--- src/rtl/reg_file_pkg.sv ---
// Shared defaults and helpers for the scoreboarded register file.
package reg_file_pkg;

  localparam int XLEN_DEF  = 32;
  localparam int NREGS_DEF = 32;
  localparam int ZERO_REG  = 0;

  // Address width for a register count; a count of 1 still needs one address bit.
  function automatic int calc_aw(input int n);
    int w;
    w = 0;
    while ((1 << w) < n) w++;
    return (w < 1) ? 1 : w;
  endfunction

endpackage

--- src/rtl/reg_scoreboard.sv ---
// Busy-bit scoreboard: issue sets, writeback clears, flush wipes; keeps a registered popcount.
module reg_scoreboard
  import reg_file_pkg::*;
#(
  parameter  int NREGS = NREGS_DEF,
  localparam int AW    = calc_aw(NREGS)
) (
  input  logic             clk,
  input  logic             areset,
  input  logic             iss_v,
  input  logic [AW-1:0]    iss_rd,
  input  logic             we,
  input  logic [AW-1:0]    wa,
  input  logic             flush,
  output logic [NREGS-1:0] busy,
  output logic [AW:0]      pend_cnt
);

  logic [NREGS-1:0] busy_next;
  logic [AW:0]      cnt_next;

  // Clear before set so an issue to the register being written back leaves it busy.
  always_comb begin
    busy_next = busy;
    if (flush) begin
      busy_next = '0;
    end else begin
      if (we) busy_next[wa] = 1'b0;
      if (iss_v && (iss_rd != AW'(ZERO_REG))) busy_next[iss_rd] = 1'b1;
    end
    busy_next[ZERO_REG] = 1'b0;
  end

  always_comb begin
    cnt_next = '0;
    for (int i = 1; i < NREGS; i++) begin
      cnt_next = cnt_next + (AW+1)'(busy_next[i]);
    end
  end

  always_ff @(posedge clk or negedge areset) begin
    if (!areset) begin
      busy     <= '0;
      pend_cnt <= '0;
    end else begin
      busy     <= busy_next;
      pend_cnt <= cnt_next;
    end
  end

endmodule

--- src/rtl/reg_file_scb.sv ---
// Register file with x0 hardwired to zero, optional write-to-read forwarding and a pending-write scoreboard.
module reg_file_scb
  import reg_file_pkg::*;
#(
  parameter  int XLEN   = XLEN_DEF,
  parameter  int NREGS  = NREGS_DEF,
  parameter  int NRD    = 2,
  parameter  int BYPASS = 1,
  localparam int AW     = calc_aw(NREGS)
) (
  input  logic              clk,
  input  logic              areset,
  input  logic              we,
  input  logic [AW-1:0]     wa,
  input  logic [XLEN-1:0]   wd,
  input  logic [NRD*AW-1:0] ra,
  output logic [NRD*XLEN-1:0] rdata,
  output logic [NRD-1:0]    rbusy,
  input  logic              iss_v,
  input  logic [AW-1:0]     iss_rd,
  input  logic              flush,
  output logic [AW:0]       pend_cnt
);

  logic [XLEN-1:0]  regs [NREGS];
  logic [NREGS-1:0] busy;

  always_ff @(posedge clk or negedge areset) begin
    if (!areset) begin
      for (int i = 0; i < NREGS; i++) regs[i] <= '0;
    end else if (we && (wa != AW'(ZERO_REG))) begin
      regs[wa] <= wd;
    end
  end

  reg_scoreboard #(.NREGS(NREGS)) u_scb (
    .clk      (clk),
    .areset   (areset),
    .iss_v    (iss_v),
    .iss_rd   (iss_rd),
    .we       (we),
    .wa       (wa),
    .flush    (flush),
    .busy     (busy),
    .pend_cnt (pend_cnt)
  );

  // Read data is gated by reset so a forwarded wd cannot leak out while areset is low.
  for (genvar p = 0; p < NRD; p++) begin : g_rd
    logic [AW-1:0] addr;
    logic          nonzero;
    logic          hit;

    assign addr    = ra[p*AW +: AW];
    assign nonzero = (addr != AW'(ZERO_REG));
    assign hit     = (BYPASS != 0) && we && (wa == addr) && nonzero;

    assign rdata[p*XLEN +: XLEN] = (!areset || !nonzero) ? '0 :
                                   hit ? wd : regs[addr];
    assign rbusy[p] = nonzero && busy[addr] && !hit;
  end

endmodule

--- config.mk ---
export PLATFORM = sky130hd
export DESIGN_NAME = reg_file_scb
export DESIGN_NICKNAME = d
export VERILOG_FILES = /design/src/rtl/reg_file_pkg.sv /design/src/rtl/reg_scoreboard.sv /design/src/rtl/reg_file_scb.sv
export SDC_FILE = /design/constraint.sdc
export NUM_CORES = 2
export LEC_CHECK = 0
export CORE_MARGIN = 8
export CORE_UTILIZATION = 35
export DETAILED_ROUTE_END_ITERATION = 6
export SLEW_MARGIN = 20
export SYNTH_ARGS = -nofsm -noshare
export SYNTH_HDL_FRONTEND = slang
export SYNTH_SLANG_ARGS = --single-unit
--- constraint.sdc ---
create_clock -name clk -period 11.6 [get_ports clk]
set_clock_uncertainty 0.2 [all_clocks]
set_input_delay 3.48 -clock clk [delete_from_list [all_inputs] [get_ports clk]]
set_output_delay 3.48 -clock clk [all_outputs]
set_load 0.03 [all_outputs]
==> results_dict.tcl <==
set metrics [dict create \
    cts_setup_buffers 0 \
    synth_fp_nets 4002 \
    worstSkewPairLatency_ps 730 \
    combPwrFrac_pct 20.6 \
    cp.arrival_ps 6970 \
    cp_max_fo 44 \
    grt_max_degree 146 \
    synth_top_cell_by_area "dfrtp_1" \
    path_clk_slew_ps 60 \
    ys.flop_type "dfrtp_1" \
    period_minus_slack_ps 10650 \
    async_reset_ff_share_pct 100 \
    cts_resized 0 \
    ir_drop_mv 0.124 \
    drt_iter0_markers 3521 \
    nets 3948 \
    final_hold_viol_count 0 \
    r2r_slack_ps 6250 \
    drt-total-wl_mm 191 \
    final_min_period_over_clock_period_pct 91.8 \
    grt_pass1_vias 37937 \
    use_met2_pct 34.4 \
    yosysSeqAreaShare_pct 46.1 \
    netlist_top_cells_count "1061 x dfrtp_1, 965 x mux2_2, 461 x mux4_2, 201 x mux2i_1, 197 x clkbuf_1" \
    tightest_slew_ps 1070 \
    slew_headroom_pct 28.3 \
    end_kind "output pin" \
    postSynthCellCount 3913 \
    design.die.area_um2 178000 \
    seq_power_share_pct 44.9 \
    hold_buffers 0 \
    ys_ff_latch 1061 \
    synth_most_common_cell "dfrtp_1" \
    drive_above_1_share_pct 46.5 \
    fillers 15076 \
    layout_setup_ws_ps 946 \
    yosys.area.top_type_share_pct 46.1 \
    place_congestion 0.821 \
    synthesis.area_um2 57600 \
    synth_edf_count 0 \
    met3_usage_pct 3.28 \
    grt_usage_pct 20.9 \
    synth_warnings 0 \
    viasPerCell 6.04 \
    synth_cell_types 62 \
    drv_slew 0 \
    route.detailed.drc 0 \
    setup_viol 0 \
    critPathRequiredTime_ps 7920 \
    p_switching_mw 3.02 \
    post_drt_wl_per_cell_um 31.1 \
    portBuffers 128 \
    cts_buffers 111 \
    initial_core_util_pct 35.0 \
    die_x_um 422 \
    leakagePower_nw 27.7 \
    p_int_mw 7.83 \
    gr-total-overflow 0 \
    dp_slack_ps 1010 \
    critPathLaunchType "primary input" \
    dp_hpwl_mm 112 \
    clock-sinks 1061 \
    max_freq_mhz 93.9 \
    critPathKind "in -> out" \
    ant_nets 0 \
    finalSetupTns_ps 0 \
    gr-usage-met1_pct 27.7 \
    core_um2 164000 \
    power_density_nw_per_um2 167 \
    io_pins 129 \
    grt_pass1_wl_mm 279 \
    row_count 149 \
    synthTopCellsByArea "dfrtp_1 46%, mux2_2 19%, mux4_2 18%, mux2i_1 3.5%, clkbuf_1 1.3%" \
    gr-max-usage-layer "met2" \
    cts.path.max_buffers 3 \
    drt-pass1-iter-count 5 \
    cts_root_buf "clkbuf_16" \
    hp-class "reg -> reg" \
    syn2layout_area_growth_pct 12.5 \
    chipHeight_um 422 \
    vias 37123 \
    htree_levels 3 \
    cts_tree "done" \
    syn_area_per_cell_um2 14.7 \
    rsz0062_at_grt "no" \
    maxCapViolCount 0 \
    status "finished, final reports clean" \
    antenna_found_initial 7 \
    p_clk_share_pct 34.5 \
    sw_frac_of_total_pct 27.8 \
]
-- area by class of cell --
cell class | instances | area (µm²) | share of cell area, %
diodes | 3 | 7.51 | 0.0116
flip-flops and latches | 1061 | 26600 | 41.0
clock inverters | 42 | 523 | 0.807
repair buffers | 280 | 2680 | 4.14
inverters | 51 | 191 | 0.295
well taps | 2189 | 2740 | 4.23
multi-input cells | 2354 | 28800 | 44.5
clock buffers | 162 | 3260 | 5.03
-- through the flow --
| step | hold WS [ps] | cells | power (mW) | util (%) | instance area, µm² |
|---|---|---|---|---|---|
| floorplan | 245 | 3913 | 6.41 | - | 57600 |
| global placement | 181 | 5934 | 7.08 | 37.1 | 61000 |
| detailed placement | 184 | 5934 | 7.14 | 37.1 | 61000 |
| CTS | 197 | 6138 | 10.9 | 39.4 | 64800 |
| global route | 206 | 6140 | 11.3 | 39.4 | 64800 |
| finish | 196 | 6142 | 10.8 | 39.4 | 64800 |
-- registers in the layout, indices dropped and copies added (netlist names) --
signal	cells
u_scb.pend_cnt	6
regs	1024
u_scb.busy	31
-- cell families after synthesis --
| group | share of synthesized area (%) |
|---|---|
| AOI/OAI and AO/OA | 5.67 |
| DFF | 46.1 |
| adders and majority gates | 0.995 |
| muxes | 41.0 |
| buffers and inverters | 4.26 |
| and+or+nand+nor | 1.77 |
| xor gates and xnor gates | 0.183 |
-- worst paths after layout --
kind                                           to     startpoint  cells after the start
worst max-delay path                    rdata[46]          ra[9]                      9
worst min-delay path                   regs[1009]     regs[1009]                      0
worst max register to register  u_scb.pend_cnt[4]  u_scb.busy[1]                     18
worst min register to register         regs[1009]     regs[1009]                      0
max in group asynchronous               regs[967]         areset                      6
min in group asynchronous               regs[446]         areset                      1
-- cells in the final DEF (no fill, tap or decap), types with 22 or more instances in the layout --
cell             instances
mux2_1                  30
buf_4                  131
nand2_1                 53
mux4_2                 461
nor2_1                  74
mux2_2                 965
buf_12                  22
dfrtp_1               1061
o21ai_0                 36
inv_1                   51
o22a_1                  38
mux2i_1                201
clkdlybuf4s50_1        113
o22ai_1                 88
clkbuf_1                23
a22oi_1                 69
o211ai_1                31
clkinv_2                22
fa_1                    23
a32o_1                  31
clkbuf_8                27
clkbuf_16              112
-- per-layer routing --
metal  share of wire [%]  wire length, µm
met4                 4.4             8430
met1                  41            78500
met3                 5.9            11300
met2                  49            92700
met5               0.019               37
-- power groups by stage --
| stage | Clock, mW | Combinational [mW] | Sequential [mW] |
|---|---|---|---|
| global route | 3.95 | 2.36 | 4.96 |
| global placement | 0 | 2.20 | 4.88 |
| finish | 3.75 | 2.23 | 4.87 |
| detailed placement | 0 | 2.23 | 4.91 |
| floorplan | 0 | 1.66 | 4.75 |
| CTS | 3.82 | 2.24 | 4.85 |
-- worst max-delay path, cell delays in order --
cell and delay [ps]:
clkdlybuf4s50_1 400, buf_4 210, nor4_1 590, o21ai_0 190, nand4_1 200, buf_12 290
o21ai_0 130, a31oi_1 620, clkdlybuf4s50_1 810
No activity file was read; power rests on OpenSTA's default activity.
